[src/rtl/timer_counter_if.sv]
// Control, load and status signals between the TCR/TDR/THCSR register file and the 64-bit timer.
// The master drives the control and load signals; the timer (slave) returns the count and the status.
interface timer_counter_if #(
    parameter int CNT_W = 64,
    parameter int DIV_W = 4
);
    logic             timer_en;
    logic             div_en;
    logic [DIV_W-1:0] div_val;
    logic             timer_en_H_L;
    logic             tdr0_wr_sel;
    logic             tdr1_wr_sel;
    logic [31:0]      tdr0;
    logic [31:0]      tdr1;
    logic             dbg_mode;
    logic             halt_req;
    logic [CNT_W-1:0] cnt_value;
    logic             cnt_tick;
    logic             halt_ack;

    modport master (
        output timer_en, div_en, div_val, timer_en_H_L, tdr0_wr_sel, tdr1_wr_sel,
               tdr0, tdr1, dbg_mode, halt_req,
        input  cnt_value, cnt_tick, halt_ack
    );

    modport slave (
        input  timer_en, div_en, div_val, timer_en_H_L, tdr0_wr_sel, tdr1_wr_sel,
               tdr0, tdr1, dbg_mode, halt_req,
        output cnt_value, cnt_tick, halt_ack
    );
endinterface

[src/rtl/timer_counter.sv]
// 64-bit up-counter with a power-of-two prescaler, delayed TDR half-loads and a debug-halt handshake.
module timer_counter #(
    parameter int CNT_W   = 64,
    parameter int DIV_W   = 4,
    parameter int DIV_MAX = 8
) (
    input  logic           clk,
    input  logic           rst_n,
    timer_counter_if.slave bus
);
    logic       wr0_d, wr1_d;
    logic [7:0] p;
    logic [3:0] eff_div;
    logic [7:0] p_term;
    logic       undiv, load, tick;

    // Out-of-range exponents are clamped so the prescaler never exceeds 2^DIV_MAX.
    always_comb begin
        eff_div = 4'(bus.div_val);
        if (bus.div_val > DIV_W'(DIV_MAX)) eff_div = 4'(DIV_MAX);
    end

    assign p_term = 8'((9'd1 << eff_div) - 9'd1);
    assign undiv  = !bus.div_en || (eff_div == 4'd0);
    assign load   = wr0_d || wr1_d;
    assign tick   = bus.timer_en && !bus.halt_ack && (undiv || (p == p_term));

    always_ff @(posedge clk or negedge rst_n) begin
        if (!rst_n) begin
            wr0_d        <= 1'b0;
            wr1_d        <= 1'b0;
            bus.halt_ack <= 1'b0;
        end else begin
            wr0_d        <= bus.tdr0_wr_sel;
            wr1_d        <= bus.tdr1_wr_sel;
            bus.halt_ack <= bus.halt_req && bus.dbg_mode;
        end
    end

    always_ff @(posedge clk or negedge rst_n) begin
        if (!rst_n) begin
            p <= 8'd0;
        end else if (!bus.timer_en || bus.timer_en_H_L || load) begin
            p <= 8'd0;
        end else if (!bus.halt_ack) begin
            if (undiv || (p == p_term)) p <= 8'd0;
            else                        p <= p + 8'd1;
        end
    end

    // Clear beats load beats increment; only the increment branch raises cnt_tick.
    always_ff @(posedge clk or negedge rst_n) begin
        if (!rst_n) begin
            bus.cnt_value <= '0;
            bus.cnt_tick  <= 1'b0;
        end else begin
            bus.cnt_tick <= 1'b0;
            if (bus.timer_en_H_L) begin
                bus.cnt_value <= '0;
            end else if (load) begin
                if (wr0_d) bus.cnt_value[31:0]  <= bus.tdr0;
                if (wr1_d) bus.cnt_value[63:32] <= bus.tdr1;
            end else if (tick) begin
                bus.cnt_value <= bus.cnt_value + 64'd1;
                bus.cnt_tick  <= 1'b1;
            end
        end
    end
endmodule
[src/flat_wrapper.sv]
// flat-port wrapper written by rule: the top's interface ports become plain ports
module timer_counter_flat 
#(
    parameter int CNT_W   = 64,
    parameter int DIV_W   = 4,
    parameter int DIV_MAX = 8
)
  (clk, rst_n, bus_timer_en, bus_div_en, bus_div_val, bus_timer_en_H_L, bus_tdr0_wr_sel, bus_tdr1_wr_sel, bus_tdr0, bus_tdr1, bus_dbg_mode, bus_halt_req, bus_cnt_value, bus_cnt_tick, bus_halt_ack);
  timer_counter_if #(.CNT_W(CNT_W), .DIV_W(DIV_W)) bus_i ();
  input  logic clk;
  input  logic rst_n;
  input wire logic [$bits(bus_i.timer_en)-1:0] bus_timer_en;
  input wire logic [$bits(bus_i.div_en)-1:0] bus_div_en;
  input wire logic [$bits(bus_i.div_val)-1:0] bus_div_val;
  input wire logic [$bits(bus_i.timer_en_H_L)-1:0] bus_timer_en_H_L;
  input wire logic [$bits(bus_i.tdr0_wr_sel)-1:0] bus_tdr0_wr_sel;
  input wire logic [$bits(bus_i.tdr1_wr_sel)-1:0] bus_tdr1_wr_sel;
  input wire logic [$bits(bus_i.tdr0)-1:0] bus_tdr0;
  input wire logic [$bits(bus_i.tdr1)-1:0] bus_tdr1;
  input wire logic [$bits(bus_i.dbg_mode)-1:0] bus_dbg_mode;
  input wire logic [$bits(bus_i.halt_req)-1:0] bus_halt_req;
  output wire logic [$bits(bus_i.cnt_value)-1:0] bus_cnt_value;
  output wire logic [$bits(bus_i.cnt_tick)-1:0] bus_cnt_tick;
  output wire logic [$bits(bus_i.halt_ack)-1:0] bus_halt_ack;
  assign bus_i.timer_en = bus_timer_en;
  assign bus_i.div_en = bus_div_en;
  assign bus_i.div_val = bus_div_val;
  assign bus_i.timer_en_H_L = bus_timer_en_H_L;
  assign bus_i.tdr0_wr_sel = bus_tdr0_wr_sel;
  assign bus_i.tdr1_wr_sel = bus_tdr1_wr_sel;
  assign bus_i.tdr0 = bus_tdr0;
  assign bus_i.tdr1 = bus_tdr1;
  assign bus_i.dbg_mode = bus_dbg_mode;
  assign bus_i.halt_req = bus_halt_req;
  assign bus_cnt_value = bus_i.cnt_value;
  assign bus_cnt_tick = bus_i.cnt_tick;
  assign bus_halt_ack = bus_i.halt_ack;
  timer_counter #(.CNT_W(CNT_W), .DIV_W(DIV_W), .DIV_MAX(DIV_MAX)) u_core (.clk(clk), .rst_n(rst_n), .bus(bus_i));
endmodule
[config.mk]
export PLATFORM = sky130hd
export DESIGN_NAME = timer_counter_flat
export DESIGN_NICKNAME = d
export VERILOG_FILES = /design/src/rtl/timer_counter_if.sv /design/src/rtl/timer_counter.sv /design/src/flat_wrapper.sv
export SDC_FILE = /design/constraint.sdc
export NUM_CORES = 1
export LEC_CHECK = 0
export CAP_MARGIN = 5
export CORE_MARGIN = 2
export CORE_UTILIZATION = 40
export DETAILED_ROUTE_END_ITERATION = 8
export GPL_TIMING_DRIVEN = 0
export PLACE_DENSITY = 0.69
export SYNTH_ARGS = -nofsm -noshare
export SYNTH_HDL_FRONTEND = slang
export SYNTH_SLANG_ARGS = --single-unit
[constraint.sdc]
create_clock -name clk -period 4.6 [get_ports clk]
set_clock_uncertainty 0.15 [all_clocks]
set_input_delay 1.15 -clock clk [delete_from_list [all_inputs] [get_ports clk]]
set_output_delay 1.15 -clock clk [all_outputs]
set_load 0.02 [all_outputs]
# After elaboration in Yosys (flattened, before gate mapping)
# Index checks and enable logic that the tools add are counted.
# Widths: inputs -> output; s select.
# totals
elab_cells	43
reg_bits	76
out_inout_bits	66
# op_classes
add_sub_neg	3
n_lt_le_gt_ge	1
n_reduce_logical	15
eq_ne	4
n_shift	1
mux	12
# op_table
op	n
$mux 64	3
$add 64x1->64 const B	1
$mux 32	2
$mux 8	3
$add 8x1->8 const B	1
$eq 8x8->1	1
$shl 1x4->8 const A	1
$sub 8x1->8 const B	1
$ne 3x2->1 const B	2
$logic_or 1x1->1	5
$gt 4x4->1 const B	1
$logic_not 4->1	1
$mux 4	1
$reduce_and 2->1	2
$logic_and 1x1->1	3
$logic_not 1->1	3
$mux 1	3
$reduce_bool 3->1	1
$ne 2x2->1 const B	1

# Depth between registers and ports, before layout
# logic_depth
depth_word	10
mapped_depth	11
depth_no_buf	8

# Least setup slack after synthesis
# No wires, ideal clock.
# synth_timing
path_kind	input -> register
from	input port bus_div_val[1]
to	register u_core.bus.cnt_value[54]
stages	9
t_arrival_ps	3736
setup_slack_ps	593
setup_time_ps	122
path_buffers	2
t_required_ps	4328
cell_sequence	buf_2 or4b_2 ha_1 and3b_1 a2111oi_4 a31oi_4 buf_6 or3_1 a32o_1
# synth_between
elab_chain_len	9
word_cells_on_any_way	11
# synth_lines
element	line_no	text
start: declaration	flat_wrapper.sv:14	input wire logic [$bits(bus_i.div_val)-1:0] bus_div_val;
$gt 4x4->1	timer_counter.sv:20	if (bus.div_val > DIV_W'(DIV_MAX)) eff_div = 4'(DIV_MAX);
$mux 4 (*)	timer_counter.sv:20	
$shl 1x4->8	timer_counter.sv:23	assign p_term = 8'((9'd1 << eff_div) - 9'd1);
$sub 8x1->8	timer_counter.sv:23	
$eq 8x8->1	timer_counter.sv:26	assign tick = bus.timer_en && !bus.halt_ack && (undiv || (p == p_term));
$logic_or 1x1->1 (*)	timer_counter.sv:26	
$logic_and 1x1->1 (*)	timer_counter.sv:26	
$reduce_bool 3->1 (no source line) (*)	--	
$reduce_and 2->1 (no source line) (*)	--	
end signal: assignment	timer_counter.sv:62	if (wr1_d) bus.cnt_value[63:32] <= bus.tdr1;
end signal: assignment	timer_counter.sv:64	bus.cnt_value <= bus.cnt_value + 64'd1;
end: declaration	timer_counter_if.sv:30	output cnt_value, cnt_tick, halt_ack
# Mark *: on every way between the ends. The rest lies on a longest branch, timed or not.
# A chain may end at the register's enable or synchronous reset.

# Final worst setup path
# layout_timing
from	input port bus_div_val[3]
to	register u_core.bus.cnt_value[51]
# Same word-level chain as after synthesis.

==> impl_metrics.json <==
{
  "status": "complete, no violations",
  "clock_latency_ns": 0.35,
  "yosysWarnings": 0,
  "num_rows": 42,
  "antenna_left": 0,
  "power_density_mw_per_mm2": 265.2,
  "totalWireLength_um": 21620,
  "synth_compound_area_share_pct": 25.96,
  "ys_ff_latch": 76,
  "min_path_cells": 1,
  "fp.dieW_um": 120.0,
  "first_pass_iters": 5,
  "diodes": 0,
  "first_global_vias": 6168,
  "cts-buffers-inserted": 9,
  "maxCapViolCount": 0,
  "final-setup-viol-count": 0,
  "ios": 143,
  "syn_area_per_cell_um2": 8.237,
  "path_cells": "clkdlybuf4s50_1, clkbuf_2, or4b_2, ha_1, and3b_1, a2111oi_4, a31oi_4, o21ai_2, buf_2, a32o_1",
  "grt_setup_unrepaired": "no",
  "syn_area_mm2": 0.005379,
  "vias_per_cell": 6.414,
  "path_depth": 10,
  "globalplace.congestion": 0.9728,
  "synth-simple-area-share_pct": 31.91,
  "post-route-period-util_pct": 96.63,
  "synthMuxAreaShare_pct": 0.6281,
  "final_cell_mix": "clkdlybuf4s50_1 (141), nand2_1 (90), dfrtp_1 (76), nand3_1 (36), a21oi_1 (35)",
  "pre_cts_ws_ns": -0.3182,
  "io_buffers": 142,
  "stdcell_count": 988,
  "die_area_mm2": 0.01439,
  "worstHoldPathType": "reg2reg",
  "peakVddDrop_mv": 0.2056,
  "fin_area_mm2": 0.007356,
  "grt_max_degree": 49,
  "htreeDepth": 3,
  "dp_hpwl_um": 15500,
  "post_route_cells_drive_above_1_share_pct": 6.773,
  "p_leak_uw": 0.002685,
  "r2r_cells": 8,
  "wl_per_cell_um": 21.88,
  "slowest_stage": "or4b_2",
  "drtIter0Drc": 684,
  "max_stage_delay_ns": 0.65,
  "fin_nets": 888,
  "root_buffer": "clkbuf_16",
  "slew_violations": 0,
  "coreArea_mm2": 0.01319,
  "grt_use_total_pct": 30.21,
  "area_delta_synth_final_pct": 36.75,
  "critPathKind": "in2reg",
  "synth-edff-count": 0,
  "startpoint_type": "primary input",
  "cp_top_family": "compound AO/OA/AOI/OAI gates",
  "post_dp_cell_area_mm2": 0.007046,
  "period_needed_ns": 4.445,
  "synth-xor-area-share_pct": 0.8141,
  "synth_fa_ha_area_share_pct": 0.6978,
  "crit_required_ns": 4.73,
  "initial_core_util_pct": 40.78,
  "grt_pass1_wl_um": 33640,
  "worst-path-max-fanout": 10,
  "endpoint_kind": "flop",
  "cts_tree": "yes",
  "synth_top_family_by_area": "simple AND/OR/NAND/NOR gates",
  "cts_sinks": 76,
  "synth_fp_nets": 733,
  "tightest_slew_ns": 1.063,
  "dr_total_vias": 6337,
  "cts_buffer_depth": 2,
  "async_reset_ff_share_pct": 100.0,
  "synth_ff_type": "dfrtp_1",
  "critPathArrivalTime_ns": 4.58,
  "hold_viol": 0,
  "layout_commonest_cell": "clkdlybuf4s50_1",
  "maxClockFrequency_ghz": 0.2250,
  "path_clk_slew_ns": 0.06,
  "path_buf_inv": 3,
  "yosysSeqAreaShare_pct": 35.36,
  "synth_cells": 653,
  "grt_antenna_before_repair": 0,
  "synthDistinctLibCells": 62,
  "die_height_um": 120.0,
  "drc": 0,
  "overflow": 0,
  "fin_ws_ns": 0.1549,
  "slew_headroom_pct": 28.89,
  "place_inst": 972,
  "holdBufCountCts": 0
}
==> area by class of cell <==
type                       instances  area (um2)
clock inverter                     1       5.005
inverter                           7       26.28
tap                              176       220.2
fill                            1209        5834
timing repair buffer             144        1454
sequential                        76        1902
buffer                            52       227.7
clock buffer                      14       284.0
multi-input combinational        518        3237
==> report_power, final <==
part           leakage (uW)  total [uW]  internal [uW]  switching, uW
sequential          0.00100         792            714           78.0
combinational       0.00154         450            209            241
clock              0.000145         709            421            287
total               0.00268        1950           1340            606
==> routing by layer <==
metal	up-vias	GRT usage (%)	part of all wire, %
met3	54	5.181	8.1
met2	333	46.16	47
met1	3102	40.82	42
li1	2848	-	-
met4	0	15.96	3.6
met5	-	0	0
==> flip-flops by register name, summed over array words and instances, names as in the netlist <==
register              cells
u_core.wr0_d              1
u_core.p                  8
u_core.bus.halt_ack       1
u_core.bus.cnt_value     64
u_core.bus.cnt_tick       1
u_core.wr1_d              1
==> Yosys cell counts, types with 14 or more instances <==
cell type | count | area, um2
nand4_1 | 27 | 168.9
dfrtp_1 | 76 | 1902
o31ai_1 | 14 | 105.1
nor4_1 | 26 | 162.7
nand3_1 | 36 | 180.2
clkbuf_1 | 36 | 135.1
nand2_1 | 90 | 337.8
a21oi_1 | 35 | 175.2
nor2_1 | 30 | 112.6
o21ai_0 | 22 | 110.1
nor3_1 | 21 | 105.1
a32o_1 | 18 | 180.2
and3_1 | 21 | 131.4
==> metrics by stage <==
stage                     hold WS (ns)  TNS [ns]  utilization (%)  power (uW)
after floorplan                 0.3552         0                -       984.2
after global placement          0.3817    -66.25            53.23        1235
after detailed placement        0.3915    -13.50            53.41        1245
after CTS                       0.4052         0            55.61        1949
after global routing            0.4339         0            55.77        2016
final                           0.4060         0            55.77        1951
==> timing repair <==
item / CTS / global route
gates resized for setup: 0 / 11
endpoints found under the setup margin: 0 / 52
endpoints found under the hold margin: 0 / 0
buffers inserted: 0 / 1
==> cell families after synthesis <==
logic type	Yosys count
simple gates	321
compound gates	186
flops	76
buf+inv	59
xor+xnor	5
mux	3
fa+ha+maj	3
==> path summary, 6_finish.rpt <==
path                                       endpoint                      from  slack, ns
max                        u_core.bus.cnt_value[51]            bus_div_val[3]       0.15
min                        u_core.bus.cnt_value[62]  u_core.bus.cnt_value[62]       0.41
max reg2reg                u_core.bus.cnt_value[61]  u_core.bus.cnt_value[16]       1.51
min reg2reg                u_core.bus.cnt_value[62]  u_core.bus.cnt_value[62]       0.41
max in group asynchronous  u_core.bus.cnt_value[15]                     rst_n       3.11
min in group asynchronous   u_core.bus.cnt_value[2]                     rst_n       0.58
(Power assumes the default switching activity.)
